**src/rtl/simple_dma_read_controller_pkg.sv**
```systemverilog
// Shared bus widths, opcodes, device IDs and register map for the DMA read controller.
package simple_dma_read_controller_pkg;
    localparam int FSAB_REQ_W  = 3;
    localparam int FSAB_DID_W  = 4;
    localparam int FSAB_ADDR_W = 31;
    localparam int FSAB_LEN_W  = 4;
    localparam int FSAB_DATA_W = 64;
    localparam int FSAB_MASK_W = 8;

    localparam logic [FSAB_REQ_W-1:0] FSAB_READ  = 3'd0;
    localparam logic [FSAB_REQ_W-1:0] FSAB_WRITE = 3'd1;

    localparam int SPAM_DID_W  = 4;
    localparam int SPAM_ADDR_W = 24;
    localparam int SPAM_DATA_W = 32;

    localparam logic [FSAB_DID_W-1:0] FSAB_DID_CPU         = 4'h0;
    localparam logic [FSAB_DID_W-1:0] FSAB_SUBDID_CPU_DMAC = 4'h0;
    localparam logic [SPAM_DID_W-1:0] SPAM_DID_DMAC        = 4'h0;

    localparam logic [FSAB_LEN_W-1:0] DMA_BURST_BEATS = 4'd8;
    localparam int                    DMA_BURST_BYTES = 64;

    localparam logic [3:0] DMA_REG_START  = 4'd0;
    localparam logic [3:0] DMA_REG_LEN    = 4'd1;
    localparam logic [3:0] DMA_REG_CTRL   = 4'd2;
    localparam logic [3:0] DMA_REG_STATUS = 4'd3;

    localparam int DMA_CTRL_STOP_BIT = 0;
    localparam int DMA_CTRL_GO_BIT   = 1;

    typedef enum logic {
        ST_IDLE = 1'b0,
        ST_RUN  = 1'b1
    } dma_state_e;
endpackage

```
**src/rtl/simple_dma_read_controller_fifo.sv**
```systemverilog
// Synchronous word FIFO with occupancy count and single-cycle flush.
module dma_sync_fifo
    import simple_dma_read_controller_pkg::*;
#(
    parameter int DEPTH = 16,
    parameter int WIDTH = FSAB_DATA_W
) (
    input  logic                     clk,
    input  logic                     rst_b,
    input  logic                     flush_i,
    input  logic                     push_i,
    input  logic [WIDTH-1:0]         push_data_i,
    input  logic                     pop_i,
    output logic [WIDTH-1:0]         pop_data_o,
    output logic [$clog2(DEPTH):0]   count_o
);
    localparam int AW = $clog2(DEPTH);

    logic [WIDTH-1:0] mem_q [DEPTH];
    logic [AW-1:0]    wr_ptr_q, rd_ptr_q;
    logic [AW:0]      count_q;
    logic             do_push, do_pop;

    // A full FIFO still accepts a push when a pop frees a slot in the same cycle.
    assign do_pop  = pop_i && (count_q != '0);
    assign do_push = push_i && !flush_i && ((count_q != (AW+1)'(DEPTH)) || do_pop);

    always_ff @(posedge clk) begin
        if (do_push) mem_q[wr_ptr_q] <= push_data_i;
    end

    always_ff @(posedge clk or negedge rst_b) begin
        if (!rst_b) begin
            wr_ptr_q <= '0;
            rd_ptr_q <= '0;
            count_q  <= '0;
        end else if (flush_i) begin
            wr_ptr_q <= '0;
            rd_ptr_q <= '0;
            count_q  <= '0;
        end else begin
            if (do_push) wr_ptr_q <= wr_ptr_q + 1'b1;
            if (do_pop)  rd_ptr_q <= rd_ptr_q + 1'b1;
            case ({do_push, do_pop})
                2'b10:   count_q <= count_q + 1'b1;
                2'b01:   count_q <= count_q - 1'b1;
                default: count_q <= count_q;
            endcase
        end
    end

    assign pop_data_o = mem_q[rd_ptr_q];
    assign count_o    = count_q;
endmodule

```
**src/rtl/simple_dma_read_controller.sv**
```systemverilog
// Looping DMA read engine: FSAB 8-beat bursts into a FIFO, one word per consumer request.
module simple_dma_read_controller
    import simple_dma_read_controller_pkg::*;
#(
    parameter logic [FSAB_DID_W-1:0]  FSAB_DID             = FSAB_DID_CPU,
    parameter logic [FSAB_DID_W-1:0]  FSAB_SUBDID          = FSAB_SUBDID_CPU_DMAC,
    parameter logic [SPAM_DID_W-1:0]  SPAM_DID             = SPAM_DID_DMAC,
    parameter logic [SPAM_ADDR_W-1:0] SPAM_ADDRPFX         = 24'h000000,
    parameter logic [SPAM_ADDR_W-1:0] SPAM_ADDRMASK        = 24'h000000,
    parameter int                     FIFO_DEPTH           = 16,
    parameter logic [30:0]            DEFAULT_LEN          = 31'h00000FFF,
    parameter int                     FSAB_INITIAL_CREDITS = 4
) (
    input  logic                    clk,
    input  logic                    rst_b,
    output logic                    dmac__fsabo_valid,
    output logic [FSAB_REQ_W-1:0]   dmac__fsabo_mode,
    output logic [FSAB_DID_W-1:0]   dmac__fsabo_did,
    output logic [FSAB_DID_W-1:0]   dmac__fsabo_subdid,
    output logic [FSAB_ADDR_W-1:0]  dmac__fsabo_addr,
    output logic [FSAB_LEN_W-1:0]   dmac__fsabo_len,
    output logic [FSAB_DATA_W-1:0]  dmac__fsabo_data,
    output logic [FSAB_MASK_W-1:0]  dmac__fsabo_mask,
    input  logic                    dmac__fsabo_credit,
    input  logic                    fsabi_valid,
    input  logic [FSAB_DID_W-1:0]   fsabi_did,
    input  logic [FSAB_DID_W-1:0]   fsabi_subdid,
    input  logic [FSAB_DATA_W-1:0]  fsabi_data,
    input  logic                    spamo_valid,
    input  logic                    spamo_r_nw,
    input  logic [SPAM_DID_W-1:0]   spamo_did,
    input  logic [SPAM_ADDR_W-1:0]  spamo_addr,
    input  logic [SPAM_DATA_W-1:0]  spamo_data,
    output logic                    dmac__spami_busy_b,
    output logic [SPAM_DATA_W-1:0]  dmac__spami_data,
    input  logic                    request,
    output logic [FSAB_DATA_W-1:0]  data,
    output logic                    data_ready
);
    localparam int CNT_W  = $clog2(FIFO_DEPTH) + 1;
    localparam int CRED_W = $clog2(FSAB_INITIAL_CREDITS + 1);
    localparam int TRK_W  = 16;
    localparam int OCC_W  = TRK_W + 1;

    dma_state_e         state_q, state_d;
    logic               running;
    logic [30:0]        start_q, start_d, len_q, len_d, offset_q, offset_d;
    logic [CRED_W-1:0]  credits_q, credits_d;
    logic [TRK_W-1:0]   inflight_q, inflight_d, discard_q, discard_d;
    logic               req_valid_q;
    logic [30:0]        req_addr_q;
    logic               spam_busy_q;
    logic [31:0]        spam_data_q, spam_rdata;
    logic [63:0]        data_q, fifo_rdata;
    logic               data_ready_q;
    logic [CNT_W-1:0]   fifo_count;
    logic [OCC_W-1:0]   occupancy;
    logic [31:0]        offset_adv;
    logic               spam_hit, reg_wr, ctrl_go, ctrl_stop;
    logic               issue, beat_match, beat_keep, beat_drop, pop;
    logic [3:0]         reg_idx;
    logic               unused_spam_bits;

    assign unused_spam_bits = spamo_data[31];

    assign reg_idx   = spamo_addr[3:0];
    assign spam_hit  = spamo_valid && (spamo_did == SPAM_DID)
                     && ((spamo_addr & SPAM_ADDRMASK) == SPAM_ADDRPFX);
    assign reg_wr    = spam_hit && !spamo_r_nw;
    assign ctrl_go   = reg_wr && (reg_idx == DMA_REG_CTRL) && spamo_data[DMA_CTRL_GO_BIT];
    assign ctrl_stop = reg_wr && (reg_idx == DMA_REG_CTRL) && spamo_data[DMA_CTRL_STOP_BIT];

    // Run/idle control.
    always_ff @(posedge clk or negedge rst_b) begin
        if (!rst_b) state_q <= ST_IDLE;
        else        state_q <= state_d;
    end

    always_comb begin
        state_d = state_q;
        if (ctrl_go)        state_d = ST_RUN;
        else if (ctrl_stop) state_d = ST_IDLE;
    end

    always_comb begin
        running = (state_q == ST_RUN);
    end

    // Reserve FIFO room for whole bursts before asking, so responses can never overflow.
    assign occupancy = OCC_W'(fifo_count) + OCC_W'(inflight_q) + OCC_W'(DMA_BURST_BEATS);
    assign issue     = running && (credits_q != '0)
                     && (occupancy <= OCC_W'(FIFO_DEPTH)) && !req_valid_q;

    assign beat_match = fsabi_valid && (fsabi_did == FSAB_DID) && (fsabi_subdid == FSAB_SUBDID);
    assign beat_drop  = beat_match && (discard_q != '0);
    assign beat_keep  = beat_match && (discard_q == '0);
    assign pop        = request && (fifo_count != '0);
    assign offset_adv = {1'b0, offset_q} + 32'(DMA_BURST_BYTES);

    always_comb begin
        start_d = start_q;
        len_d   = len_q;
        if (reg_wr && reg_idx == DMA_REG_START) start_d = {spamo_data[30:6], 6'b0};
        if (reg_wr && reg_idx == DMA_REG_LEN)   len_d   = spamo_data[30:0];
    end

    always_comb begin
        offset_d = offset_q;
        if (issue) offset_d = (offset_adv > {1'b0, len_q}) ? '0 : offset_adv[30:0];
        if (ctrl_go) offset_d = '0;
    end

    // Beats already requested before a GO are counted off as they arrive.
    always_comb begin
        inflight_d = inflight_q;
        discard_d  = discard_q;
        if (issue) inflight_d = inflight_d + TRK_W'(DMA_BURST_BEATS);
        if (beat_keep && inflight_q != '0) inflight_d = inflight_d - 1'b1;
        if (beat_drop) discard_d = discard_d - 1'b1;
        if (ctrl_go) begin
            discard_d  = discard_d + inflight_d;
            inflight_d = '0;
        end
    end

    always_comb begin
        credits_d = credits_q;
        case ({issue, dmac__fsabo_credit})
            2'b10: credits_d = credits_q - 1'b1;
            2'b01: if (credits_q < CRED_W'(FSAB_INITIAL_CREDITS)) credits_d = credits_q + 1'b1;
            default: credits_d = credits_q;
        endcase
    end

    always_comb begin
        case (reg_idx)
            DMA_REG_START:  spam_rdata = {1'b0, start_q};
            DMA_REG_LEN:    spam_rdata = {1'b0, len_q};
            DMA_REG_CTRL:   spam_rdata = {31'b0, running};
            DMA_REG_STATUS: spam_rdata = {1'b0, offset_q};
            default:        spam_rdata = '0;
        endcase
    end

    always_ff @(posedge clk or negedge rst_b) begin
        if (!rst_b) begin
            start_q      <= '0;
            len_q        <= DEFAULT_LEN;
            offset_q     <= '0;
            credits_q    <= CRED_W'(FSAB_INITIAL_CREDITS);
            inflight_q   <= '0;
            discard_q    <= '0;
            req_valid_q  <= 1'b0;
            req_addr_q   <= '0;
            spam_busy_q  <= 1'b0;
            spam_data_q  <= '0;
            data_q       <= '0;
            data_ready_q <= 1'b0;
        end else begin
            start_q      <= start_d;
            len_q        <= len_d;
            offset_q     <= offset_d;
            credits_q    <= credits_d;
            inflight_q   <= inflight_d;
            discard_q    <= discard_d;
            req_valid_q  <= issue;
            if (issue) req_addr_q <= start_q + offset_q;
            spam_busy_q  <= spam_hit;
            spam_data_q  <= (spam_hit && spamo_r_nw) ? spam_rdata : '0;
            data_ready_q <= pop;
            if (pop) data_q <= fifo_rdata;
        end
    end

    dma_sync_fifo #(
        .DEPTH (FIFO_DEPTH),
        .WIDTH (FSAB_DATA_W)
    ) u_fifo (
        .clk         (clk),
        .rst_b       (rst_b),
        .flush_i     (ctrl_go),
        .push_i      (beat_keep),
        .push_data_i (fsabi_data),
        .pop_i       (pop),
        .pop_data_o  (fifo_rdata),
        .count_o     (fifo_count)
    );

    assign dmac__fsabo_valid  = req_valid_q;
    assign dmac__fsabo_mode   = FSAB_READ;
    assign dmac__fsabo_did    = req_valid_q ? FSAB_DID : '0;
    assign dmac__fsabo_subdid = req_valid_q ? FSAB_SUBDID : '0;
    assign dmac__fsabo_addr   = req_addr_q;
    assign dmac__fsabo_len    = req_valid_q ? DMA_BURST_BEATS : '0;
    assign dmac__fsabo_data   = '0;
    assign dmac__fsabo_mask   = '0;
    assign dmac__spami_busy_b = spam_busy_q;
    assign dmac__spami_data   = spam_data_q;
    assign data               = data_q;
    assign data_ready         = data_ready_q;
endmodule

```
**config.mk**
```make
export PLATFORM = sky130hd
export DESIGN_NAME = simple_dma_read_controller
export DESIGN_NICKNAME = d
export VERILOG_FILES = /design/src/rtl/simple_dma_read_controller_pkg.sv /design/src/rtl/simple_dma_read_controller_fifo.sv /design/src/rtl/simple_dma_read_controller.sv
export SDC_FILE = /design/constraint.sdc
export NUM_CORES = 2
export LEC_CHECK = 0
export BUFFER_PORTS_ARGS = -buffer_cell sky130_fd_sc_hd__buf_4
export CAP_MARGIN = 20
export CORE_MARGIN = 4
export CORE_UTILIZATION = 55
export DETAILED_ROUTE_END_ITERATION = 10
export PLACE_DENSITY = 0.76
export SLEW_MARGIN = 20
export SYNTH_ARGS = -nofsm -noshare
export SYNTH_HDL_FRONTEND = slang
export SYNTH_SLANG_ARGS = --single-unit
```
**constraint.sdc**
```tcl
create_clock -name clk -period 9.06 [get_ports clk]
set_clock_uncertainty 0.15 [all_clocks]
set_input_delay 1.359 -clock clk [delete_from_list [all_inputs] [get_ports clk]]
set_output_delay 1.359 -clock clk [all_outputs]
set_load 0.03 [all_outputs]
```
; ---- Word-level counts from Yosys, hierarchy flattened
; Memories as Yosys holds them, arrays and structs flattened. A register that Yosys moved wholly into a read port is not among the register bits.
; Index checks and enable logic that the tools add are counted.
[word_totals]
register_bits = 201
mem_bits_rw = 1024
out_inout_bits = 217
n_memories = 1
[memory_table]
columns = name, words, word_bits, read_ports, rd_clocked_by_memory_dff, wr, line_no
row1 = u_fifo.mem_q, 16, 64, 1, 1, 1, simple_dma_read_controller_fifo.sv:19  ; logic [WIDTH-1:0] mem_q [DEPTH];
[op_classes]
n_addsub = 14
n_lt_le_gt_ge = 3
eq_ne = 9
muxes = 23
n_reduce_logical = 41
[ops]
columns = op, n
row1 = $mux W31, 4
row2 = $pmux W31 S4, 1
row3 = $mux W16, 5
row4 = $add A31 B7 Y32 const B, 1
row5 = $gt A32 B31 Y1, 1
row6 = $reduce_bool A16 Y1, 2
row7 = $sub A16 B1 Y16 const B, 2
row8 = $add A31 B31 Y31, 1
row9 = $logic_and A1 B1 Y1, 20
row10 = $mux W4, 5
row11 = $add A17 B4 Y17 const B, 1
row12 = $add A5 B16 Y17, 1
row13 = $le A17 B5 Y1 const B, 1
row14 = $add A16 B16 Y16, 1
row15 = $add A16 B4 Y16 const B, 1
row16 = $logic_not A16 Y1, 1
row17 = $logic_not A4 Y1, 4
row18 = $pmux W5 S2, 1
row19 = $reduce_bool A2 Y1, 5
row20 = $add A4 B1 Y4 const B, 2
row21 = $eq A4 B2 Y1 const B, 2
row22 = $pmux W3 S2, 1
row23 = $reduce_bool A3 Y1, 2
row24 = $add A5 B1 Y5 const B, 1
row25 = 16 further kinds, 24

; ---- Depth between registers and ports, before layout
[depth]
depth_word = 11
depth_mapped = 28
mapped_depth_nobuf = 26

; ---- By module
; From an unflattened synthesis, not the netlist that was laid out.
[hier_totals]
cells_unflattened = 3293
area_unflattened_um2 = 53647.7
[by_module_without_submodules]
columns = mod, n_inst, cells_each, area_each_um2, seq_area_each_um2
row1 = dma_sync_fifo, 1, 1677, 39195.1, 31074.8
row2 = simple_dma_read_controller, 1, 1616, 14452.6, 6022.0

; ---- Worst setup path after synthesis
; Ideal clock, no wire load.
[synth_timing]
path_kind = input to register
start = in fsabi_subdid[1]
end = mem u_fifo.mem_q[1][0] (netlist name) (enable)
setup_ps = 644
arrival_time_ps = 8930
required_time_ps = 8266
slack_ps = -664
path_stages = 6
path_buffers = 0
cell_sequence = nor4_1 nand3b_1 nor4_1 nand4_1 or3_1 nor4_1
[synth_between]
elab_chain_len = 7
[synth_rtl]
columns = item, line_no
row1 = from (decl), simple_dma_read_controller.sv:27  ; input logic [FSAB_DID_W-1:0] fsabi_subdid,
row2 = $logic_not A4 Y1, simple_dma_read_controller.sv:94  ; assign beat_match = fsabi_valid && (fsabi_did == FSAB_DID) && (fsabi_subdid == FSAB_SUBDID);
row3 = $logic_and A1 B1 Y1, simple_dma_read_controller.sv:94
row4 = $logic_and A1 B1 Y1, simple_dma_read_controller.sv:96  ; assign beat_keep = beat_match && (discard_q == '0);
row5 = $logic_and A1 B1 Y1 (2 in series), simple_dma_read_controller_fifo.sv:26  ; assign do_push = push_i && !flush_i && ((count_q != (AW+1)'(DEPTH)) || do_pop);
row6 = $mux W1, simple_dma_read_controller_fifo.sv:29  ; if (do_push) mem_q[wr_ptr_q] <= push_data_i;
row7 = $mux W1 (not written as such), simple_dma_read_controller_fifo.sv:29
row8 = to (decl), simple_dma_read_controller_fifo.sv:19
; No other way between the ends.

; ---- Final worst setup path
[layout_timing]
start = reg inflight_q[3]
end = reg discard_q[15]
[layout_between]
elab_chain_len = 10
elab_cells_between_ends = 13
classes_between = add/sub (5) / order compare (1) / mux (3) / reduce/logical (4)
[layout_rtl]
columns = item, line_no
row1 = from (decl), simple_dma_read_controller.sv:49  ; logic [TRK_W-1:0] inflight_q, inflight_d, discard_q, discard_d;
row2 = from (signal assigned), simple_dma_read_controller.sv:164  ; inflight_q <= inflight_d;
row3 = $add A5 B16 Y17, simple_dma_read_controller.sv:90  ; assign occupancy = OCC_W'(fifo_count) + OCC_W'(inflight_q) + OCC_W'(DMA_BURST_BEATS);
row4 = $add A17 B4 Y17, simple_dma_read_controller.sv:90
row5 = $le A17 B5 Y1, simple_dma_read_controller.sv:92  ; && (occupancy <= OCC_W'(FIFO_DEPTH)) && !req_valid_q;
row6 = $logic_and A1 B1 Y1 (2 in series), simple_dma_read_controller.sv:92
row7 = $mux W16, simple_dma_read_controller.sv:117  ; if (issue) inflight_d = inflight_d + TRK_W'(DMA_BURST_BEATS);
row8 = $sub A16 B1 Y16, simple_dma_read_controller.sv:118  ; if (beat_keep && inflight_q != '0) inflight_d = inflight_d - 1'b1;
row9 = $mux W16 *, simple_dma_read_controller.sv:118
row10 = $add A16 B16 Y16 *, simple_dma_read_controller.sv:121  ; discard_d = discard_d + inflight_d;
row11 = $mux W16 *, simple_dma_read_controller.sv:120  ; if (ctrl_go) begin
row12 = net discard_d[15], simple_dma_read_controller.sv:49
row13 = to (signal assigned), simple_dma_read_controller.sv:165  ; discard_q <= discard_d;
row14 = to (decl), simple_dma_read_controller.sv:49
; Mark *: on every way through the listed nets, which the timed path passes. The rest lies on a longest branch.
; A chain may end at the register's enable or synchronous reset.

==> qor.csv <==
stage,metric,value,unit
min_path,hp-start,dmac__fsabo_addr[9],
final_layout,syn_to_final_growth,13.7,%
final_layout,instances_no_fill,4978,
place,placed_cells,4728,
clock_network,numCtsBuffers,130,
route,dr.pass1.iters,6,
yosys,synth_ff_type,edfxtp_1,
yosys,yosys_warnings,0,
setup_path,path_class,reg -> reg,
min_path,holdPathEnd,dmac__fsabo_addr[9],
setup_path,cp_max_fo,47,
setup_path,crit_path_frequent_cell,ha_1,
yosys,synth_cell_type_count,76,
timing,slew_headroom,23.8,%
clock_network,post_cts_buffers,0,
min_path,min_path_type,reg -> reg,
final_layout,fin_nets,3816,
yosys,syn_avg_cell_area,16.1,um2
setup_path,worstPathArrival,7.76,ns
timing,period_needed,7.29,ns
pwr,p_per_area,263,nW/um2
clock_network,ctsHoldBuffers,0,
clock_network,h-tree-depth,4,
setup_path,worst_path_max_delay_cell,or4_2,
timing,setup_viol,0,
yosys,synth_top_area_share,57.4,%
clock_network,cts_resized,0,
timing,slew_viol_final,0,
grt,track_usage,24.4,%
pwr,p_total,16.0,mW
setup_path,slowest_delay,1.09,ns
clock_network,clock_sinks,1277,
yosys,ys_top_cells_by_area,"edfxtp_1 57%, dfrtp_1 11%, mux4_2 8.3%",
grt,grt_start_max_net_pins,159,
route,drtAntennaViolNets,0,
place,gp_congestion,0.846,
grt,grt_pass1_vias,30697,
timing,post-route-period-util,80.5,%
yosys,yosysTopAreaCell,edfxtp_1,
route,vias,30028,
yosys,syn_area,53600,um2
yosys,synth_cells,3323,
grt,grt_first_pass_wirelength,189000,um
run,cap_violations,0,
setup_path,regToRegStartpoint,inflight_q[3],
clock_network,clockBufferDepth,3,
route,drcViolationCount,0,
floorplanning,dieArea,103000,um2
yosys,async_flop_share,19.8,%
timing,hold_viol,0,
setup_path,rr_endpoint,discard_q[15],
setup_path,crit_required,9.53,ns
final_layout,drive_gt1_share,22.6,%
floorplanning,io_pins,356,
floorplanning,dieHeight,320,um
pwr,p_leak,22.5,nW
floorplanning,die_w,320,um
yosys,ys_seq_area_share,69.2,%
route,via_per_inst,6.03,
clock_network,cts_tree,done,
final_layout,n_fill_cell,6667,
place,dp_hpwl,66900,um
outcome,status,"complete, no violations",
setup_path,reg2regPathDepth,25,
timing,max_freq,137,MHz
pwr,peakVddDrop,249,uV
clock_network,cts_root_buffer,clkbuf_16,
final_layout,utilization,63.0,%
clock_network,clk_pin_slew_worst_paths,0.06,ns
yosys,synth-seq-cells,1277,
floorplanning,core_area,96700,um2
grt,overflow,0,
setup_path,crit_path_end_kind,flip-flop,
yosys,synth_edf_count,1024,
grt,antenna_found_initial,12,
clock_network,clk_latency,0.75,ns
setup_path,critPathLaunchType,flip-flop,
route,drtIter0Drc,3018,
timing,tns,0,ns
setup_path,rrSetupSlack,1.77,ns
route,drt-wirelength-per-cell,25.1,um
place,io_buffers,241,
route,drt-total-wl,125000,um
timing,tightest_slew,1.14,ns
floorplanning,initial_core_util,55.4,%
timing,rsz0062_at_grt,false,
floorplanning,row_count,114,
min_path,whs_path_depth,2,
cell usage in the layout (no fill, tap or decap), types with 32 or more instances in the layout:
cell | Yosys | routed
conb_1 | 1 | 93
nand3_1 | 32 | 32
xnor2_1 | 49 | 49
mux4_2 | 197 | 197
mux2i_1 | 127 | 127
edfxtp_1 | 1024 | 1024
mux2_2 | 101 | 101
nor3_1 | 37 | 33
nor2_1 | 110 | 105
o21ai_0 | 163 | 163
inv_1 | 70 | 70
a21o_1 | 32 | 32
ha_1 | 86 | 86
dfrtp_1 | 240 | 236
buf_4 | 94 | 280
nand2_1 | 315 | 314
xor2_1 | 49 | 49
a21oi_1 | 90 | 90
o221ai_1 | 84 | 84
clkbuf_16 | 0 | 133
clkbuf_1 | 117 | 37
report_power, final:
part,internal (mW),switching [mW]
Sequential,6.52,0.306
Clock,3.03,2.26
Combinational,1.72,2.20
per-stage QoR:
step	worst slack, ns	hold WS [ns]	cell area (um2)
after floorplan	-0.664	0.317	53900
after global placement	1.94	0.308	56600
after detailed placement	1.84	0.309	56600
after CTS	1.76	0.323	60900
after global routing	1.35	0.334	60900
final	1.77	0.323	61000
per-layer routing:
metal / vias up / GRT usage, % / share of wire [%]
li1: 13192 / - / -
met4: 10 / 9.43 / 3.5
met2: 1315 / 40.4 / 50
met1: 15250 / 32.1 / 38
met5: - / 0 / 0.043
met3: 261 / 5.10 / 8.3
critical path: cells and delay by family (launching register included):
kind                     cells  cell delay [ns]
AO/OA/AOI/OAI               11             2.27
XOR/XNOR                     1             0.14
adder cells (fa/ha/maj)      3             0.99
buffers and inverters        2             0.18
flip-flops                   1             0.50
AND/OR/NAND/NOR              8             2.94
area by class of cell:
type                    count  area (um2)  share of cell area, %
multi-input cells        1816       15400                   25.2
inverters                  70         263                  0.431
flip-flops and latches   1277       37100                   60.9
repair buffers            291        2320                   3.81
well taps                1276        1600                   2.62
diodes                      7        17.5                 0.0287
clock buffers             180        3600                   5.91
clock inverters            61         649                   1.07
worst max-delay path by stage:
| stage | from | end | slack, ns | cells past startpoint |
|---|---|---|---|---|
| after floorplan | fsabi_subdid[1] | u_fifo.mem_q[1][0] | -0.66 | 6 |
| after global placement | u_fifo.count_o[1] | discard_q[15] | 1.94 | 25 |
| after detailed placement | u_fifo.count_o[1] | discard_q[15] | 1.84 | 25 |
| after CTS | inflight_q[3] | discard_q[15] | 1.76 | 25 |
| after global routing | u_fifo.count_o[1] | discard_q[15] | 1.35 | 25 |
| final | inflight_q[3] | discard_q[15] | 1.77 | 25 |
synth_stat cells (32+ instances only):
| master | number |
|---|---|
| buf_1 | 36 |
| nand2_1 | 315 |
| a21oi_1 | 90 |
| mux2_2 | 101 |
| inv_1 | 70 |
| xnor2_1 | 49 |
| nor3_1 | 37 |
| xor2_1 | 49 |
| o221ai_1 | 84 |
| edfxtp_1 | 1024 |
| buf_4 | 94 |
| mux2i_1 | 127 |
| clkbuf_1 | 117 |
| o21ai_0 | 163 |
| a21o_1 | 32 |
| nor2_1 | 110 |
| dfrtp_1 | 240 |
| mux4_2 | 197 |
| ha_1 | 86 |
| nand3_1 | 32 |
logic make-up after synthesis:
logic type	synth area share [%]
compound gates	5.92
fa+ha+maj	2.19
buf+inv	2.94
other cells	0.00700
xor+xnor	1.60
mux	12.8
simple gates	5.31
flops	69.2
state kept, by name, summed over array words and instances (netlist names):
| register | flops |
|---|---|
| u_fifo.mem_q | 1024 |
| data | 64 |
| dmac__spami_data | 31 |
| len_q | 31 |
| dmac__fsabo_addr | 25 |
| offset_q | 25 |
| start_q | 25 |
| discard_q | 16 |
| inflight_q | 16 |
| u_fifo.count_o | 5 |
| u_fifo.rd_ptr_q | 4 |
| u_fifo.wr_ptr_q | 4 |
| credits_q | 3 |
| data_ready | 1 |
| dmac__fsabo_valid | 1 |
| dmac__spami_busy_b | 1 |
| running | 1 |
Note: power is estimated with default switching activity, not from simulation.
